**config.mk**
```make
export PLATFORM = sky130hd
export DESIGN_NAME = dma_chan_sched
export DESIGN_NICKNAME = d
export VERILOG_FILES = /design/src/rtl/dma_sched_pkg.sv /design/src/rtl/dma_chan_sched_arb.sv /design/src/rtl/dma_chan_sched.sv
export SDC_FILE = /design/constraint.sdc
export NUM_CORES = 1
export LEC_CHECK = 0
export ABC_AREA = 1
export CORE_ASPECT_RATIO = 1.75
export CORE_MARGIN = 8
export CORE_UTILIZATION = 43
export DETAILED_ROUTE_END_ITERATION = 8
export HOLD_SLACK_MARGIN = 0.02
export PLACE_DENSITY = 0.64
export SYNTH_ARGS = -nofsm -noshare
export SYNTH_HDL_FRONTEND = slang
export SYNTH_HIERARCHICAL = 1
export SYNTH_SLANG_ARGS = --single-unit
```
**constraint.sdc**
```tcl
create_clock -name clk -period 2.4 [get_ports clk]
set_input_delay 0.48 -clock clk [delete_from_list [all_inputs] [get_ports clk]]
set_output_delay 0.48 -clock clk [all_outputs]
set_load 0.03 [all_outputs]
```
**src/rtl/dma_sched_pkg.sv**
```systemverilog
// dma_sched_pkg: shared types and helpers for the 4-channel DMA scheduler
package dma_sched_pkg;
  localparam int NCH = 4;
  typedef enum logic [1:0] {IDLE, START, BUSY} state_e;
  function automatic logic [1:0] onehot2idx(input logic [NCH-1:0] oh);
    return {oh[3] | oh[2], oh[3] | oh[1]};
  endfunction
endpackage

```
**src/rtl/dma_chan_sched_arb.sv**
```systemverilog
// rr_arbiter: combinational 4-way round-robin pick starting after prev
module rr_arbiter
  import dma_sched_pkg::*;
(
  input  logic [NCH-1:0] reqs,
  input  logic [NCH-1:0] prev,
  output logic [NCH-1:0] next
);
  logic [1:0] base;
  logic [1:0] idx;
  always_comb begin
    base = (prev == '0) ? 2'd0 : onehot2idx(prev) + 2'd1;
    next = '0;
    idx  = '0;
    // descending scan so the smallest offset from base is the last writer
    for (int i = NCH - 1; i >= 0; i--) begin
      idx = base + 2'(i);
      if (reqs[idx]) next = 4'b0001 << idx;
    end
  end
endmodule

```
**src/rtl/dma_chan_sched.sv**
```systemverilog
// dma_chan_sched: grants one DMA channel at a time, acks on done, aborts on watchdog timeout
module dma_chan_sched
  import dma_sched_pkg::*;
#(
  parameter int TIMEOUT = 255
) (
  input  logic           clk,
  input  logic           rst_n,
  input  logic [NCH-1:0] dma_req,
  output logic [NCH-1:0] dma_ack,
  output logic           dma_err,
  output logic           start,
  output logic [NCH-1:0] chan_sel,
  output logic [1:0]     chan_num,
  output logic           busy,
  input  logic           done
);
  localparam int CW = $clog2(TIMEOUT + 1);
  state_e         state_q, state_d;
  logic [NCH-1:0] cur_q, cur_d, prev_q, prev_d, ack_q, ack_d;
  logic [NCH-1:0] reqs_eff, next;
  logic [CW-1:0]  cnt_q, cnt_d;
  logic           err_q, err_d, timeout;
  // the channel being acked still shows a stale request this cycle
  assign reqs_eff = dma_req & ~ack_q;
  assign timeout  = cnt_q == CW'(TIMEOUT - 1);
  rr_arbiter u_arb (
    .reqs(reqs_eff),
    .prev(prev_q),
    .next(next)
  );
  always_comb begin
    state_d = state_q;
    cur_d   = cur_q;
    prev_d  = prev_q;
    cnt_d   = cnt_q;
    ack_d   = '0;
    err_d   = 1'b0;
    case (state_q)
      IDLE: if (reqs_eff != '0) begin
        cur_d   = next;
        prev_d  = next;
        state_d = START;
      end
      START: begin
        cnt_d   = '0;
        state_d = BUSY;
      end
      BUSY: if (done || timeout) begin
        ack_d   = cur_q;
        err_d   = !done;
        state_d = IDLE;
      end else begin
        cnt_d = cnt_q + 1'b1;
      end
      default: state_d = IDLE;
    endcase
  end
  always_ff @(posedge clk or negedge rst_n) begin
    if (!rst_n) begin
      state_q <= IDLE;
      cur_q   <= '0;
      prev_q  <= '0;
      cnt_q   <= '0;
      ack_q   <= '0;
      err_q   <= 1'b0;
    end else begin
      state_q <= state_d;
      cur_q   <= cur_d;
      prev_q  <= prev_d;
      cnt_q   <= cnt_d;
      ack_q   <= ack_d;
      err_q   <= err_d;
    end
  end
  assign busy     = state_q != IDLE;
  assign start    = state_q == START;
  assign chan_sel = busy ? cur_q : '0;
  assign chan_num = onehot2idx(chan_sel);
  assign dma_ack  = ack_q;
  assign dma_err  = err_q;
endmodule
```
==> results of run 1 <==
## sequential cells by signal, indices dropped and copies added (netlist names)
register and cells:
cnt_q 8, dma_ack 4, dma_err 1, prev_q 4
state_q 2
## worst max-delay path: cells and delay by family, from the launching register on
kind,cells,cell delay (ns)
AO/OA/AOI/OAI,1,0.16
buffers and inverters,2,0.81
flip-flops,1,0.47
## area by class of cell
class	instances	area share, %
clock buffers	3	2.24
clock inverters	1	0.272
inverters	41	8.62
multi-input cells	165	48.8
flip-flops and latches	19	25.8
well taps	46	3.12
repair buffers	21	11.1
## cell usage after synthesis (all sizes together)
cell	n	area share, %
nor3	1	0.32
inv	41	10
dfrtp	19	31
nand3	36	13
o21ai	5	1.6
nor2	21	6.6
xnor2	1	0.57
ha	8	6.5
nand2	88	28
nor3b	1	0.49
nand3b	1	0.49
a21oi	3	0.98
buf	1	0.32
## power by group through the flow
stage / Sequential, W / Clock, W / Combinational [W]
finish: 0.000475 / 0.000222 / 0.00166
floorplan: 0.000471 / 0 / 0.00127
detailed placement: 0.000482 / 0 / 0.00167
CTS: 0.000476 / 0.000228 / 0.00168
global route: 0.000488 / 0.000241 / 0.00187
global placement: 0.000481 / 0 / 0.00168
## cell families (layout without fill, tap and decap cells)
logic type	after synthesis	in the layout	synth area share (%)
xor+xnor	1	1	0.569
flops	19	19	30.9
buf+inv	42	66	10.6
simple gates	148	148	48.8
compound gates	8	8	2.60
fa+ha+maj	8	8	6.50
## final timing paths
check	start	endpoint	slack, ns	cells past startpoint
max in group asynchronous	rst_n	prev_q[0]	1.64	2
worst max register to register	prev_q[1]	prev_q[3]	0.31	14
worst min register to register	cnt_q[7]	cnt_q[7]	0.54	2
worst max-delay path	prev_q[3]	chan_num[0]	0.23	3
worst min-delay path	cnt_q[7]	cnt_q[7]	0.54	2
min in group asynchronous	rst_n	cnt_q[4]	0.55	2
## layer usage
layer,global-route usage (%),vias to the layer above,share of wire [%]
li1,-,738,-
met1,10.7,605,35
met2,27.1,8,62
met3,1.49,5,1.8
met4,5.87,0,1.7
met5,0,-,0
## metrics by stage
step	utilization [%]	power [W]
global placement	51.0	0.00216
finish	52.4	0.00236
global route	52.4	0.00260
CTS	52.4	0.00238
floorplan	-	0.00174
detailed placement	51.0	0.00215
## cells in the final DEF (no fill, tap or decap), drive strengths merged
cell type,n
nand2,88
inv,41
nand3,36
nor2,21
dfrtp,19
clkdlybuf4s50,19
ha,8
o21ai,5
a21oi,3
clkbuf,3
buf,2
nor3,1
nand3b,1
xnor2,1
clkinv,1
nor3b,1
==> metrics.yaml, run 1 <==
crit_chain: "inv_1, a21oi_1, clkdlybuf4s50_1"
hold_buffers: 0
area_growth_pct: 19.8
viasPerCell: 4.58
vias: 1356
ys_seq_area_share_pct: 30.9
finClkSkew_ns: 0.00163
cts_htree_levels: 1
fp-row-count: 29
ir_drop_uv: 684
worstPathArrival_ns: 1.69
dp_hpwl_mm: 2.80
hold_path.class: "reg2reg"
wl_per_cell_um: 11.4
maxSlewHeadroom_pct: 78.7
worst_pin_slew_ns: 0.319
p_sw_share_pct: 53.7
fin_nets: 266
cts_tree: "built"
fin_crit_sh_pct: 90.6
dp_worst_setup_slack_ns: 0.313
max_stage_delay_ns: 0.69
placed_area_sq_mm: 0.00180
finalHoldViolCount: 0
rsz0062_at_grt: "no"
period_minus_slack_ns: 2.17
syn_area_per_cell_sq_um: 6.81
clk_pin_slew_worst_paths_ns: 0.07
slowest_stage: "clkdlybuf4s50_1"
cts_buffers: 3
cp-end-kind: "output port"
layoutNonFillerInstCount: 296
drive_gt1_share_pct: 14.4
cts.path.max_buffers: 2
fillCellCount: 348
tns_ns: 0
cp_max_fo: 6
p_seq_share_pct: 20.1
synth_cell_types: 22
cts_resized: 0
pwr-share-clk_pct: 9.4
initial_core_util_pct: 43.7
cts-root-buf: "clkbuf_8"
clock-sinks: 19
drc: 0
grt_use_total_pct: 12.9
grt_pass1_wl_mm: 5.78
required_ns: 1.92
final_cell_area_sq_mm: 0.00184
multi_input_area_sq_um: 900
worstSetupStartpointType: "register"
drv_cap: 0
ios: 20
routed_wirelength_mm: 3.37
path_class: "reg2out"
fmax_mhz: 460
synth_seq_cells: 19
holdWs_ns: 0.540
p_comb_share_pct: 70.5
outcome: "complete, no violations"
yosysWarnings: 6
final_max_slew_viol_count: 0
power_switching_w: 0.00127
drt-pass1-iter-count: 4
grt_overflow: 0
grt_pass1_vias: 1414
io_buffers: 19
die_w_um: 61.2
power_density_mw_per_mm2: 1280
drt_iter0_drc: 34
grt_max_degree: 20
die_h_um: 95.1
syn-cell-area_sq_mm: 0.00154
place_inst: 292
n_antenna_cell: 0
clock_latency_ns: 0.26
p_int_w: 0.00109
seqCellArea_sq_um: 475
die_area_sq_mm: 0.00582
synth_nets: 241
setup_viol: 0
antenna_found_initial: 0
ant_nets: 0
leakage_nw: 1.01
gp_congestion: 0.875
syn-instance-count: 226
setup_ws_ns: 0.226
post-cts-setup-buffer-count: 0
core_area_sq_mm: 0.00352
No activity file was read; power rests on OpenSTA's default activity.
==> run 2: changes to the inputs <==
==> constraint.sdc (replaced) <==
create_clock -name clk -period 2.4 [get_ports clk]
set_input_delay 0.48 -clock clk [delete_from_list [all_inputs] [get_ports clk]]
set_output_delay 0.48 -clock clk [all_outputs]
set_load 0.005 [all_outputs]
==> run 2 against run 1 <==
Routed wire length rose by 0.39%. Register-to-register slack got worse by 0.02 ns. Critical path type is now reg2reg. Hold slack got worse by 0.0012 ns. Highest routed layer unchanged.
==> metrics.yaml, run 2 (same netlist as run 1, synthesis figures left out) <==
outcome: "complete, no violations"
drt_iter0_drc: 29  # -15%
cts-root-buf: "clkbuf_8"
total_power_w: 0.00224  # -5.2%
routed_wirelength_mm: 3.38  # +0.39%
clock_latency_ns: 0.26  # about the same
io_buffers: 19  # unchanged
vias: 1390  # +2.5%
cts_tree: "built"
reg2regPathDepth: 14  # unchanged
initial_core_util_pct: 43.7  # unchanged
drive_gt1_share_pct: 14.7  # +0.34 points
antenna_found_initial: 0  # unchanged
max_stage_delay_ns: 0.45  # -0.24 ns
viasPerCell: 4.68  # +2.2%
wl_per_cell_um: 11.4  # about the same
clock-sinks: 19  # unchanged
grt_use_total_pct: 13.2  # +0.24 points
finalHoldViolCount: 0  # unchanged
holdWs_ns: 0.539  # -0.00124 ns
final_max_slew_viol_count: 0  # unchanged
n_antenna_cell: 0  # unchanged
layout_common_cells: "nand2_1 (67), inv_1 (37), nand3_1 (34)"
r2r_slack_ns: 0.29  # -0.02 ns
die_area_sq_mm: 0.00582  # unchanged
rsz0062_at_grt: "no"
cts_resized: 0  # unchanged
cp_max_fo: 6  # unchanged
fp-row-count: 29  # unchanged
crit_chain: "nor2_4, nand2_2, nand2_4, inv_4, ha_1, inv_1, nand3_1, nand2_1, nand3_1, nand3_1, nand2_1, nand2_1, nand3_1, nand2_1"
ios: 20  # unchanged
hold_path.class: "reg2reg"
worstSetupStartpointType: "register"
clk_pin_slew_worst_paths_ns: 0.07  # about the same
drt-pass1-iter-count: 4  # unchanged
setup_ws_ns: 0.287  # +0.0614 ns
setup_viol: 0  # unchanged
r2r-end: "prev_q[2]"
ir_drop_uv: 624  # -8.7%
layout_commonest_cell: "nand2_1"
regToRegStartpoint: "prev_q[1]"
grt_overflow: 0  # unchanged
area_growth_pct: 20.2
path_class: "reg2reg"
crit_buf_inv: 2  # unchanged
cts_buffers: 3  # unchanged
cp-end-kind: "register"
crit_cells: 14  # +11
hold_buffers: 0  # unchanged
slowest_stage: "dfrtp_1"
required_ns: 2.60  # +0.68 ns
max_flop_register: "cnt_q"
critPathTopFamily: "simple AND/OR/NAND/NOR gates"
gp_congestion: 0.823  # -5.9%
power_density_mw_per_mm2: 1210  # -5.6%
post-cts-setup-buffer-count: 0  # unchanged
core_area_sq_mm: 0.00352  # unchanged
fin_crit_sh_pct: 88.0  # -2.6 points
ant_nets: 0  # unchanged
maxSlewHeadroom_pct: 83.7  # +5.0 points
tns_ns: 0  # unchanged
finClkSkew_ns: 0.00310  # +0.00147 ns
hold_end: "cnt_q[7]"
leakage_nw: 1.02  # +0.51%
period_minus_slack_ns: 2.11  # -0.0614 ns
seqCellArea_sq_um: 475  # unchanged
utilization_pct: 52.6  # +0.21 points
grt_pass1_wl_mm: 5.98  # +3.3%
worstPathArrival_ns: 2.31  # +0.62 ns
drv_cap: 0  # unchanged
grt_max_degree: 20  # unchanged
whs_path_depth: 2  # unchanged
dp_hpwl_mm: 2.88  # +2.8%
fin_nets: 267  # +0.38%
multi_input_area_sq_um: 900  # unchanged
grt_pass1_vias: 1459  # +3.2%
die_h_um: 95.1  # unchanged
worst_pin_slew_ns: 0.245  # -0.0745 ns
cts.path.max_buffers: 2  # unchanged
drc: 0  # unchanged
die_w_um: 61.2  # unchanged
cts_htree_levels: 1  # unchanged
largest_reg_flops: 8  # unchanged
fmax_mhz: 473  # +2.9%
min_from: "cnt_q[7]"
fillCellCount: 377  # +8.3%
dp_worst_setup_slack_ns: 0.285  # -0.0281 ns
[run 2: report_power, final]
group | total, W | leakage (nW) | switching (W) | internal, W
clock network | 0.000219 | 0.0255 | 0.000104 | 0.000115
registers | 0.000472 | 0.256 | 0.0000818 | 0.000390
logic | 0.00155 | 0.735 | 0.000953 | 0.000593
[run 2: tightest hold or removal path, cell delays in order, from the launching register on]
cell and delay (ns):
dfrtp_1 0.36, nand3_1 0.08, nand2_1 0.07
[run 2: through the flow]
stage          cell area, sq um  instances
6_report                   1850        297
3_5_place_dp               1800        293
3_3_place_gp               1800        293
2_1_floorplan              1540        226
4_1_cts                    1850        297
5_1_grt                    1850        297
[run 2: worst max path at each step]
stage	start	end	slack, ns
2_1_floorplan	prev_q[1]	prev_q[1]	0.54
3_3_place_gp	prev_q[1]	prev_q[2]	0.34
3_5_place_dp	prev_q[1]	prev_q[2]	0.28
4_1_cts	prev_q[1]	prev_q[2]	0.26
5_1_grt	prev_q[1]	prev_q[3]	0.11
6_report	prev_q[1]	prev_q[2]	0.29
[run 2: area by class of cell]
cell class | count | area share (%)
Clock buffer | 3 | 2.23
Clock inverter | 1 | 0.270
Inverter | 41 | 8.59
Multi-Input combinational cell | 165 | 48.6
Sequential cell | 19 | 25.7
Tap cell | 46 | 3.11
Timing Repair Buffer | 22 | 11.5
[run 2: metal layers]
metal	vias up	wire [um]	track usage, %
li1	739	-	-
met1	630	1160	11.4
met2	15	2100	27.9
met3	6	61	1.49
met4	0	57	4.11
met5	-	0	0
